## src/rtl/idu_imm_sched_if.sv

```systemverilog
// IFU-side and EXU-side valid/ready bundle for the decode-stage immediate sequencer.
// The slave modport is the sequencer; the master modport is the IFU/EXU environment.
interface idu_imm_sched_if #(
   parameter int W = 32
);
   logic         in_valid;
   logic         in_ready;
   logic [W-1:0] in_pc;
   logic [W-1:0] in_inst;
   logic         out_valid;
   logic         out_ready;
   logic [W-1:0] out_pc;
   logic [W-1:0] out_inst;
   logic [W-1:0] out_imm;
   logic [2:0]   out_imm_type;
   logic         out_illegal;

   modport master (
      output in_valid, in_pc, in_inst, out_ready,
      input  in_ready, out_valid, out_pc, out_inst, out_imm, out_imm_type, out_illegal
   );

   modport slave (
      input  in_valid, in_pc, in_inst, out_ready,
      output in_ready, out_valid, out_pc, out_inst, out_imm, out_imm_type, out_illegal
   );
endinterface

```

## src/rtl/idu_imm_sched.sv

```systemverilog
// Decode-stage sequencer: opcode -> imm type, drives the imm decoder, 2-entry skid buffer to EXU.
// Optional macro IDU_ILLEGAL_TRAP_EN keeps an illegal-opcode bit per entry; otherwise out_illegal=0.
//
// state | meaning
// EMPTY | no entries buffered, out_valid=0
// ONE   | one entry buffered, can push and pop
// FULL  | two entries buffered, in_ready=0
module idu_imm_sched #(
   parameter int W           = 32,
   parameter int STALL_CNT_W = 16
) (
   input  logic                   clk,
   input  logic                   rst_n,
   input  logic                   flush_i,
   idu_imm_sched_if.slave         bus,
   output logic [W-1:0]           dec_cmd_o,
   output logic [2:0]             dec_op_imm_o,
   input  logic [W-1:0]           dec_imm_i,
   output logic [STALL_CNT_W-1:0] stall_cnt_o
);
   // Immediate type codes shared with the imm decoder
   localparam logic [2:0] IMM_I = 3'd0;
   localparam logic [2:0] IMM_U = 3'd1;
   localparam logic [2:0] IMM_J = 3'd2;
   localparam logic [2:0] IMM_S = 3'd3;
   localparam logic [2:0] IMM_B = 3'd4;

   typedef enum logic [1:0] {EMPTY = 2'd0, ONE = 2'd1, FULL = 2'd2} state_e;

   state_e                   state_q, state_d;
   logic                     wr_ptr_q, wr_ptr_d;
   logic                     rd_ptr_q, rd_ptr_d;
   logic                     rdy_en_q;
   logic [STALL_CNT_W-1:0]   stall_q;
   logic [W-1:0]             pc_q   [2];
   logic [W-1:0]             inst_q [2];
   logic [W-1:0]             imm_q  [2];
   logic [2:0]               type_q [2];
   logic                     push, pop;
   logic [2:0]               op_imm;

   always_comb begin
      op_imm = IMM_I;
      case (bus.in_inst[6:0])
         7'b0110111, 7'b0010111: op_imm = IMM_U;
         7'b1101111:             op_imm = IMM_J;
         7'b1100011:             op_imm = IMM_B;
         7'b0100011:             op_imm = IMM_S;
         default:                op_imm = IMM_I;
      endcase
   end

   assign dec_cmd_o    = bus.in_inst;
   assign dec_op_imm_o = op_imm;

   // rdy_en_q keeps in_ready low while reset is asserted and for the release cycle
   assign bus.in_ready  = (state_q != FULL) && !flush_i && rdy_en_q;
   assign bus.out_valid = (state_q != EMPTY);
   assign push          = bus.in_valid && bus.in_ready;
   assign pop           = bus.out_valid && bus.out_ready;

   always_comb begin
      state_d  = state_q;
      wr_ptr_d = push ? ~wr_ptr_q : wr_ptr_q;
      rd_ptr_d = pop  ? ~rd_ptr_q : rd_ptr_q;
      if (flush_i) begin
         state_d  = EMPTY;
         wr_ptr_d = 1'b0;
         rd_ptr_d = 1'b0;
      end else begin
         case (state_q)
            EMPTY:   if (push) state_d = ONE;
            ONE: begin
               if (push && !pop)      state_d = FULL;
               else if (pop && !push) state_d = EMPTY;
            end
            FULL:    if (pop) state_d = ONE;
            default: state_d = EMPTY;
         endcase
      end
   end

   always_ff @(posedge clk or negedge rst_n) begin
      if (!rst_n) begin
         state_q  <= EMPTY;
         wr_ptr_q <= 1'b0;
         rd_ptr_q <= 1'b0;
         rdy_en_q <= 1'b0;
      end else begin
         state_q  <= state_d;
         wr_ptr_q <= wr_ptr_d;
         rd_ptr_q <= rd_ptr_d;
         rdy_en_q <= 1'b1;
      end
   end

   always_ff @(posedge clk or negedge rst_n) begin
      if (!rst_n) begin
         for (int i = 0; i < 2; i++) begin
            pc_q[i]   <= '0;
            inst_q[i] <= '0;
            imm_q[i]  <= '0;
            type_q[i] <= IMM_I;
         end
      end else if (push) begin
         pc_q[wr_ptr_q]   <= bus.in_pc;
         inst_q[wr_ptr_q] <= bus.in_inst;
         imm_q[wr_ptr_q]  <= dec_imm_i;
         type_q[wr_ptr_q] <= op_imm;
      end
   end

   assign bus.out_pc       = pc_q[rd_ptr_q];
   assign bus.out_inst     = inst_q[rd_ptr_q];
   assign bus.out_imm      = imm_q[rd_ptr_q];
   assign bus.out_imm_type = type_q[rd_ptr_q];

`ifdef IDU_ILLEGAL_TRAP_EN
   logic op_legal;
   logic ill_q [2];

   always_comb begin
      op_legal = 1'b0;
      case (bus.in_inst[6:0])
         7'b0110111, 7'b0010111, 7'b1101111, 7'b1100011, 7'b0100011,
         7'b1100111, 7'b0000011, 7'b0010011, 7'b1110011, 7'b0110011: op_legal = 1'b1;
         default: op_legal = 1'b0;
      endcase
   end

   always_ff @(posedge clk or negedge rst_n) begin
      if (!rst_n) begin
         ill_q[0] <= 1'b0;
         ill_q[1] <= 1'b0;
      end else if (push) begin
         ill_q[wr_ptr_q] <= !op_legal;
      end
   end

   assign bus.out_illegal = ill_q[rd_ptr_q];
`else
   assign bus.out_illegal = 1'b0;
`endif

   // Saturating count of cycles the EXU holds off a valid head entry; survives flush
   always_ff @(posedge clk or negedge rst_n) begin
      if (!rst_n) begin
         stall_q <= '0;
      end else if (bus.out_valid && !bus.out_ready && (stall_q != '1)) begin
         stall_q <= stall_q + 1'b1;
      end
   end

   assign stall_cnt_o = stall_q;
endmodule
```

## src/flat_wrapper.sv

```systemverilog
// flat-port wrapper written by rule: the top's interface ports become plain ports
module idu_imm_sched_flat 
#(
   parameter int W           = 32,
   parameter int STALL_CNT_W = 16
)
  (clk, rst_n, flush_i, dec_cmd_o, dec_op_imm_o, dec_imm_i, stall_cnt_o, bus_in_valid, bus_in_pc, bus_in_inst, bus_out_ready, bus_in_ready, bus_out_valid, bus_out_pc, bus_out_inst, bus_out_imm, bus_out_imm_type, bus_out_illegal);
  idu_imm_sched_if #(.W(W)) bus_i ();
  input  logic clk;
  input  logic rst_n;
  input  logic flush_i;
  output logic [W-1:0] dec_cmd_o;
  output logic [2:0] dec_op_imm_o;
  input  logic [W-1:0] dec_imm_i;
  output logic [STALL_CNT_W-1:0] stall_cnt_o;
  input wire logic [$bits(bus_i.in_valid)-1:0] bus_in_valid;
  input wire logic [$bits(bus_i.in_pc)-1:0] bus_in_pc;
  input wire logic [$bits(bus_i.in_inst)-1:0] bus_in_inst;
  input wire logic [$bits(bus_i.out_ready)-1:0] bus_out_ready;
  output wire logic [$bits(bus_i.in_ready)-1:0] bus_in_ready;
  output wire logic [$bits(bus_i.out_valid)-1:0] bus_out_valid;
  output wire logic [$bits(bus_i.out_pc)-1:0] bus_out_pc;
  output wire logic [$bits(bus_i.out_inst)-1:0] bus_out_inst;
  output wire logic [$bits(bus_i.out_imm)-1:0] bus_out_imm;
  output wire logic [$bits(bus_i.out_imm_type)-1:0] bus_out_imm_type;
  output wire logic [$bits(bus_i.out_illegal)-1:0] bus_out_illegal;
  assign bus_i.in_valid = bus_in_valid;
  assign bus_i.in_pc = bus_in_pc;
  assign bus_i.in_inst = bus_in_inst;
  assign bus_i.out_ready = bus_out_ready;
  assign bus_in_ready = bus_i.in_ready;
  assign bus_out_valid = bus_i.out_valid;
  assign bus_out_pc = bus_i.out_pc;
  assign bus_out_inst = bus_i.out_inst;
  assign bus_out_imm = bus_i.out_imm;
  assign bus_out_imm_type = bus_i.out_imm_type;
  assign bus_out_illegal = bus_i.out_illegal;
  idu_imm_sched #(.W(W), .STALL_CNT_W(STALL_CNT_W)) u_core (.clk(clk), .rst_n(rst_n), .flush_i(flush_i), .bus(bus_i), .dec_cmd_o(dec_cmd_o), .dec_op_imm_o(dec_op_imm_o), .dec_imm_i(dec_imm_i), .stall_cnt_o(stall_cnt_o));
endmodule
```

## config.mk

```make
export PLATFORM = sky130hd
export DESIGN_NAME = idu_imm_sched_flat
export DESIGN_NICKNAME = d
export VERILOG_FILES = /design/src/rtl/idu_imm_sched_if.sv /design/src/rtl/idu_imm_sched.sv /design/src/flat_wrapper.sv
export SDC_FILE = /design/constraint.sdc
export NUM_CORES = 1
export LEC_CHECK = 0
export ABC_AREA = 1
export ABC_CLOCK_PERIOD_IN_PS = 4700
export CAP_MARGIN = 20
export CORE_ASPECT_RATIO = 1.5
export CORE_MARGIN = 2
export CORE_UTILIZATION = 54
export CTS_CLUSTER_DIAMETER = 200
export CTS_CLUSTER_SIZE = 30
export DETAILED_ROUTE_END_ITERATION = 7
export PLACE_DENSITY = 0.84
export RECOVER_POWER = 25
export SLEW_MARGIN = 20
export SYNTH_ARGS = -nofsm -noshare
export SYNTH_HDL_FRONTEND = slang
export SYNTH_SLANG_ARGS = --single-unit
```

## constraint.sdc

```tcl
create_clock -name clk -period 4.7 [get_ports clk]
set_clock_uncertainty 0.15 [all_clocks]
set_input_delay 0.47 -clock clk [delete_from_list [all_inputs] [get_ports clk]]
set_output_delay 0.47 -clock clk [all_outputs]
set_load 0.01 [all_outputs]
```

======== Word level (Yosys, flattened, before mapping) ========
Cells that the tools add are included.
storage, ports and cells
  flip-flop bits (word level) ............. 219
  input bits .............................. 101
  word-level logic and storage cells ...... 83
  output and inout bits ................... 153
operators by class
  reductions and logical operators ........ 19
  muxes and demuxes ....................... 31
  add/subtract/negate cells ............... 1
  order comparisons ....................... 3
  equality and inequality tests ........... 12
  bitwise gates (word level) .............. 4
operators with widths
  cell                                                       number
  two-way mux 32 bit                                         10
  bitwise mux 64 bit                                         3
  demux 32 bit (select 1 bit)                                1
  adder 16 x 1 -> 16 bit (second input constant)             1
  != test 16 bit (second input constant)                     1
  equality test 7 x 6 -> 1 bit (second input constant)       2
  equality test 7 bit (second input constant)                2
  two-way mux 3 bit                                          4
  one-hot mux 3 bit (4 select lines)                         1
  two-way mux 2 bit                                          5
  logical AND 1 bit                                          9
  equality test 7 x 5 -> 1 bit (second input constant)       1
  bitwise mux 6 bit                                          1
  != test 3 x 2 -> 1 bit (second input constant)             2
  one-hot mux 2 bit (3 select lines)                         1
  nonzero test 2 bit                                         3
  greater-or-equal comparator 2 bit (second input constant)  2
  zero test 1 bit                                            4
  two-way mux 1 bit                                          4
  != test 4 x 2 -> 1 bit (second input constant)             1
  inverter 1 -> 2 bit                                        2
  demux 3 bit (select 1 bit)                                 1
  AND reduction 3 bit                                        1
  equality test 2 x 1 -> 1 bit (second input constant)       1
  6 further kinds                                            7

======== Depth between registers and ports, before layout ========
Gate-level depths: netlist (run 1).
  word-level depth ........................ 10
  gate-level depth with buffers ........... 9
  gate-level depth less buffers ........... 9

======== Worst setup path after synthesis (run 1) ========
No wires, ideal clock.
  path kind ............................... reg2reg
  from .................................... register u_core.stall_q[0] (netlist: u_core.stall_cnt_o[0])
  to ...................................... register u_core.stall_q[3] (netlist: u_core.stall_cnt_o[3])
  buffers on the path ..................... 1
  clock period less this slack ............ 1.729 ns
  cell stages (with the launch flop) ...... 10
  library setup time ...................... 0.117 ns
  path slack .............................. 2.971 ns
  data required time ...................... 4.433 ns
  data arrival time ....................... 1.462 ns
  cells stage by stage .................... dfrtp_1 > ha_1 > nand3_2 > inv_1 > nand2_1 > o21ai_4 > nand2_2 > buf_6 > nand2_1 > nand2_1
between the ends
  word-level cells in the longest chain between the ends .. 2
  elaborated cells between the ends (all ways) .. 3
  those cells by class .................... add/sub: 1; eq/ne: 1; reduce/logical: 1
RTL lines
  element                                                         line                  RTL
  start: declaration                                              idu_imm_sched.sv:34   logic [STALL_CNT_W-1:0] stall_q;
  start signal: assignment                                        idu_imm_sched.sv:150  stall_q <= stall_q + 1'b1;
  branches (longest 2 deep; another with adder 16 x 1 -> 16 bit)  -
Parallel ways; which one is timed is not known.
A chain may end at the register's enable or synchronous reset.

======== Final worst setup path (run 1) ========
  from .................................... input flush_i
  to ...................................... register u_core.imm_q[57] (netlist bit)
between the ends
  word-level cells in the longest chain between the ends .. 4
RTL lines
  element                         line                  RTL
  start: declaration              flat_wrapper.sv:11    input logic flush_i;
  zero test 1 bit                 idu_imm_sched.sv:57   assign bus.in_ready = (state_q != FULL) && !flush_i && rdy_en_q;
  logical AND 1 bit (2 in a row)  idu_imm_sched.sv:57
  logical AND 1 bit               idu_imm_sched.sv:59   assign push = bus.in_valid && bus.in_ready;
  end signal: indexed assignment  idu_imm_sched.sv:108  imm_q[wr_ptr_q] <= dec_imm_i;
  end: declaration                idu_imm_sched.sv:37   logic [W-1:0] imm_q [2];
Every way passes these cells.

==> results of run 1 <==
## through the flow
stage          std cells  utilization  cell area (µm²)  worst slack, ns
5_1_grt             1717       0.6813            13000           0.6501
6_report            1718       0.6814            13000           0.9741
3_3_place_gp        1703       0.6663            12720            1.814
4_1_cts             1717       0.6831            13040            1.357
3_5_place_dp        1703       0.6663            12720            1.713
2_1_floorplan       1286            -            10480            2.971
## repair_timing
item / CTS / global route
buffers inserted: 0 / 0
endpoints found under the hold margin: 106 / 0
gates resized for setup: 0 / 0
hold buffers: 1 / 0
## flip-flops by register name, indices dropped and copies added (netlist names)
signal / count
u_core.imm_q: 64
u_core.inst_q: 64
u_core.pc_q: 64
u_core.stall_cnt_o: 16
u_core.type_q: 6
u_core.state_q: 2
u_core.rd_ptr_q: 1
u_core.rdy_en_q: 1
u_core.wr_ptr_q: 1
## Yosys cell counts, types with 2 or more instances
| cell type | n |
|---|---|
| o21ai_2 | 61 |
| nand3_1 | 23 |
| xor2_1 | 3 |
| xnor2_1 | 4 |
| buf_6 | 29 |
| nor3_1 | 3 |
| dfrtp_1 | 219 |
| buf_4 | 33 |
| clkbuf_1 | 28 |
| nor2_1 | 22 |
| nand2_2 | 3 |
| buf_2 | 9 |
| ha_1 | 2 |
| nand2_1 | 574 |
| nand4_1 | 10 |
| o21ai_0 | 52 |
| inv_1 | 112 |
| o21ai_1 | 86 |
| inv_2 | 4 |
| conb_1 | 2 |
## power by group
part           total (mW)  internal [mW]  switching (mW)
clock network        1.04          0.442           0.593
logic                1.73          0.842           0.885
registers            2.54           2.30           0.244
total                5.31           3.58            1.72
## per-layer routing
metal / up-vias / routed length (µm) / global-route usage
met3: 45 / 1181 / 0.03166
met4: 0 / 766 / 0.07731
li1: 4273 / - / -
met2: 230 / 12820 / 0.4336
met5: - / 0 / 0
met1: 4149 / 9789 / 0.2891
## cells by family after synthesis
family,Yosys count,synth area share
and+or+nand+nor,640,0.2388
DFF,219,0.5227
buffers and inverters,215,0.1106
AOI/OAI and AO/OA,201,0.1189
xor gates and xnor gates,7,0.005848
adders and majority gates,2,0.002387
other,2,0.0007163
## cell type report
type,instances,area share
diodes,1,0.0001924
well taps,256,0.02463
inverters,116,0.03387
multi-input cells,852,0.2949
clock inverters,1,0.002309
clock buffers,12,0.02146
flip-flops and latches,219,0.4217
repair buffers,261,0.2009
## worst reg2reg max path: cells and delay by family (launching register included)
kind            cells  cell delay [ns]
buf+inv             3             2.24
compound gates      1             0.07
flops               1             0.42
simple gates        4             0.51
## worst min-delay path by stage
| stage | depth (start not counted) | startpoint | to | slack (ns) |
|---|---|---|---|---|
| floorplan | 0 | rst_n | u_core.imm_q[0] | 0.02 |
| global placement | 2 | u_core.type_q[2] | u_core.type_q[2] | 0.31 |
| detailed placement | 2 | u_core.type_q[2] | u_core.type_q[2] | 0.32 |
| CTS | 2 | u_core.type_q[0] | u_core.type_q[0] | 0.34 |
| global route | 2 | u_core.inst_q[46] | u_core.inst_q[46] | 0.35 |
| finish | 2 | u_core.type_q[2] | u_core.type_q[2] | 0.34 |
==> results.ini, run 1 <==
[place]
routabilityCongestion=0.8503
io_buffer_count=252
hpwl_um=16540

[grt]
grt_pass1_wl_um=40790
grt_pass1_vias=8577
overflow=0
grt_usage=0.2372
antenna_found_initial=1
grt_max_degree=125

[critical_path]
cp_num_buf_inv=4
cpPeakStageDelay_ns=1.36
cp_cell_sequence=dlygate4sd3_1 -> inv_2 -> nand4_4 -> nor2_4 -> clkinvlp_4 -> buf_4 -> nand2_1 -> o21ai_1
cp.required_ns=4.86
critPathSlowestCell=clkinvlp_4
crit_path_start=flush_i
rr_worst_depth=8
cp_top_family=buffers and inverters
timing.critical_path.depth=8
cp-start-kind=input pin
crit_type=input pin to flop
worst_setup_path_end_kind=flop
rrSetupSlack_ns=1.16
reg2reg_to=u_core.imm_q[57]
crit_path_max_fanout=94
cp.arrival_ns=3.89
rr_startpoint=u_core.state_q[0]
endpoint=u_core.imm_q[57]

[logic_synthesis]
yosysSeqAreaShare=0.5227
synth_top_area_cell=dfrtp_1
syn_inst=1286
synthesis.area_um2=10480
yosys_register_bits=219
ys_warn_count=0
synth.top_cell.area_share=0.5227
synthArstFlopShare=1.000
synth_area_per_cell_um2=8.152
synth_ff_type=dfrtp_1
syn_nets=1389
synth_edf_count=0
synth_area_leaders=dfrtp_1, nand2_1, o21ai_2
synth_cell_types=27

[floorplan]
dieHeight_um=174.7
initial_core_util=0.5494
die_area_um2=20570
io_pins=254
fp.coreArea_um2=19080
die_w_um=117.8
rows=62

[timing]
setup_viol=0
worst_pin_slew_ns=2.676
finalHoldWorstSlack_ns=0.3420
maxSlewViolCount=347
hold_viol_final=0
finalCritPeriodShare=0.7928
period_minus_slack_ns=3.726
fmax_ghz=0.2684
max-slew-margin-rel=-0.7838
rsz0062_at_grt=false
tns_ns=0

[routing]
firstDrtPassIters=5
drt-total-wl_um=24560
routed_via_density=5.062
num_vias=8697
drt_iter0_drc=612
drc_errors=0
ant_nets=0
wire_per_inst_um=14.29

[clocking]
htree_levels=1
worst_skew_pair.late_latency_ns=0.47
cts_sinks=219
clk_pin_slew_worst_paths_ns=0.12
clock_path_buffers=3
cts_tree=built
cts-root-buf=clkbuf_16
numCtsBuffers=11

[final_layout]
num-nets-final=1564
multi_input_area_um2=3835
fillerInstances=1593
syn2layout_area_growth_pct=24.04
regArea_um2=5484
final_common_cell=nand2_1
layout_common_cells=nand2_1, clkdlybuf4s50_1, dfrtp_1
drive_gt1_frac=0.06297

[run_status]
violations=max-capacitance violations, max-slew violations
status=finished, violations left

[run]
maxCapViolCount=4

[power]
power_mw=5.305
power_density_nw_per_um2=408.0
ir_drop_uv=429.5
p_leak_nw=6.547

[min_path]
hp-class=flop to flop

Note: power is estimated with default switching activity, not from simulation.
==> inputs of run 2 (changes only) <==
ABC_CLOCK_PERIOD_IN_PS = 3450   (was 4700)
CORE_UTILIZATION = 50   (was 54)
PLACE_DENSITY = 0.79   (was 0.84)
clock period = 3.45 ns   (was 4.7 ns; I/O delays follow)
==> run 2 against run 1 <==
Against the previous run:
- the flow now finishes without violations
- combinational power grew 36%
- count of clock-buffer cells in the layout unchanged
- via count shrank 0.86%
- non-clock buffer count up 7
- sequential cell count is the same
- setup slack lost 0.52 ns
- worst hold slack got worse by 0.065 ns
- die area is 7.8% higher
- critical path depth down 4
- sequential share of layout area down 0.36 points
- cell area increased by 0.87%
- core utilization shrank 4.2 points
- largest power group unchanged
==> results.ini, run 2 (synthesis results as in run 1) <==
[critical_path]
rrSetupSlack_ns=1.30  ; +0.14 ns
crit_type=flop to output pin
crit_path_start=u_core.rd_ptr_q
rr_worst_depth=8  ; unchanged
cp.arrival_ns=2.50  ; -1.39 ns
rr_startpoint=u_core.stall_cnt_o[0]
worst_setup_path_end_kind=output pin
endpoint=bus_out_inst[6]
crit_path_max_fanout=48  ; -49%
cp-start-kind=flop
reg2reg_to=u_core.stall_cnt_o[15]
cp.required_ns=2.95  ; -1.91 ns

[routing]
drt-total-wl_um=24470  ; -0.36%
wire_per_inst_um=14.13  ; -1.2%
ant_nets=0  ; unchanged
firstDrtPassIters=4  ; -1
routed_via_density=4.978  ; -1.7%
drc_errors=0  ; unchanged
num_vias=8622  ; -0.86%
drt_iter0_drc=527  ; -14%

[grt]
grt_pass1_wl_um=40590  ; -0.49%
grt_pass1_vias=8352  ; -2.6%
overflow=0  ; unchanged
grt_usage=0.2236  ; -0.01366
antenna_found_initial=0  ; -1
grt_max_degree=93  ; -26%

[timing]
maxSlewViolCount=0  ; -100%
rsz0062_at_grt=false
finalCritPeriodShare=0.8676
fmax_ghz=0.3341
worst_pin_slew_ns=1.308  ; -1.367 ns
tns_ns=0  ; unchanged
hold_viol_final=0  ; unchanged
max-slew-margin-rel=0.1278  ; +0.9116
period_minus_slack_ns=2.993
setup_viol=0  ; unchanged

[place]
routabilityCongestion=0.7861  ; -7.6%
hpwl_um=16680  ; +0.87%
io_buffer_count=252  ; unchanged

[floorplan]
io_pins=254  ; unchanged
fp.coreArea_um2=20500  ; +7.4%
die_area_um2=22170  ; +7.8%
initial_core_util=0.5114  ; -0.03796
die_w_um=122.2  ; +3.8%
dieHeight_um=181.3  ; +3.8%
rows=64  ; +3.2%

[clocking]
cts_tree=built
cts-root-buf=clkbuf_16
post_cts.repair.setup_buffers=0  ; unchanged
clock_path_buffers=3  ; unchanged
clk_pin_slew_worst_paths_ns=0.11  ; about the same
worst_skew_pair.late_latency_ns=0.46  ; about the same
cts_sinks=219  ; unchanged
numCtsBuffers=11  ; unchanged
cts.repair.resized=0  ; unchanged
htree_levels=1  ; unchanged

[final_layout]
final_common_cell=nand2_1
num-nets-final=1571  ; +0.45%
syn2layout_area_growth_pct=25.11
post-route-util=0.6398  ; -0.04159
antennaDiodeCount=0  ; -1
drive_gt1_frac=0.06948  ; +0.006512
top_regs=u_core.imm_q (64), u_core.inst_q (64), u_core.pc_q (64)
layout_common_cells=nand2_1, clkdlybuf4s50_1, dfrtp_1
fillerInstances=1800  ; +13%

[run_status]
status=finished clean

[power]
ir_drop_uv=659.4  ; +54%
p_leak_nw=6.594  ; +0.71%
power_density_nw_per_um2=550.6  ; +35%

[run]
maxCapViolCount=0  ; -4

[min_path]
hp-class=input pin to flop

run 2: worst max-delay path, cell delays in order (launching register included):
cell,delay [ns]
dfrtp_4,0.62
buf_4,0.53
nand2_1,0.11
nand2_1,0.16
clkdlybuf4s50_1,0.56
run 2: how the worst min path moves through the flow:
stage / start / endpoint / slack (ns) / depth (start not counted)
2_1_floorplan: rst_n / u_core.imm_q[0] / -0.10 / 0
3_3_place_gp: u_core.inst_q[59] / u_core.inst_q[59] / 0.31 / 2
3_5_place_dp: rst_n / u_core.pc_q[15] / 0.31 / 1
4_1_cts: bus_in_pc[5] / u_core.pc_q[5] / 0.26 / 3
5_1_grt: dec_imm_i[25] / u_core.imm_q[57] / 0.27 / 3
6_report: bus_in_pc[5] / u_core.pc_q[37] / 0.28 / 3
run 2: power by group:
group / leakage (nW) / internal (mW) / switching, mW
combinational: 3.65 / 1.16 / 1.19
sequential: 2.80 / 3.13 / 0.343
clock: 0.148 / 0.601 / 0.804
total: 6.59 / 4.89 / 2.33
run 2: timing repair:
item / in CTS / in global routing
endpoints found under the setup margin: 0 / 0
hold buffers: 1 / 0
endpoints found under the hold margin: 89 / 0
run 2: layer usage:
metal	global-route usage	vias up	wire [µm]
met5	0	-	0
met3	0.03630	56	1334
met2	0.3860	218	12280
met4	0.08000	0	888
met1	0.2803	4044	9960
li1	-	4304	-
run 2: final cells by class:
class                           instances  area (µm²)  share of cell area
Clock buffer                           12       279.0             0.02127
Clock inverter                          1       30.03            0.002289
Inverter                              116       441.7             0.03367
Multi-Input combinational cell        852        3857              0.2941
Sequential cell                       219        5484              0.4181
Tap cell                              264       330.3             0.02518
Timing Repair Buffer                  268        2694              0.2054
run 2: through the flow:
stage / hold WS, ns / cell area, µm² / power, mW / setup WS, ns / instances
after floorplan: -0.1006 / 10480 / 4.735 / 1.721 / 1286
after global placement: 0.3144 / 12830 / 5.805 / 0.8442 / 1718
after detailed placement: 0.3111 / 12830 / 5.885 / 0.8191 / 1718
after CTS: 0.2642 / 13150 / 7.305 / 0.4519 / 1732
after global routing: 0.2689 / 13120 / 7.711 / 0.3285 / 1732
final: 0.2773 / 13120 / 7.222 / 0.4566 / 1732
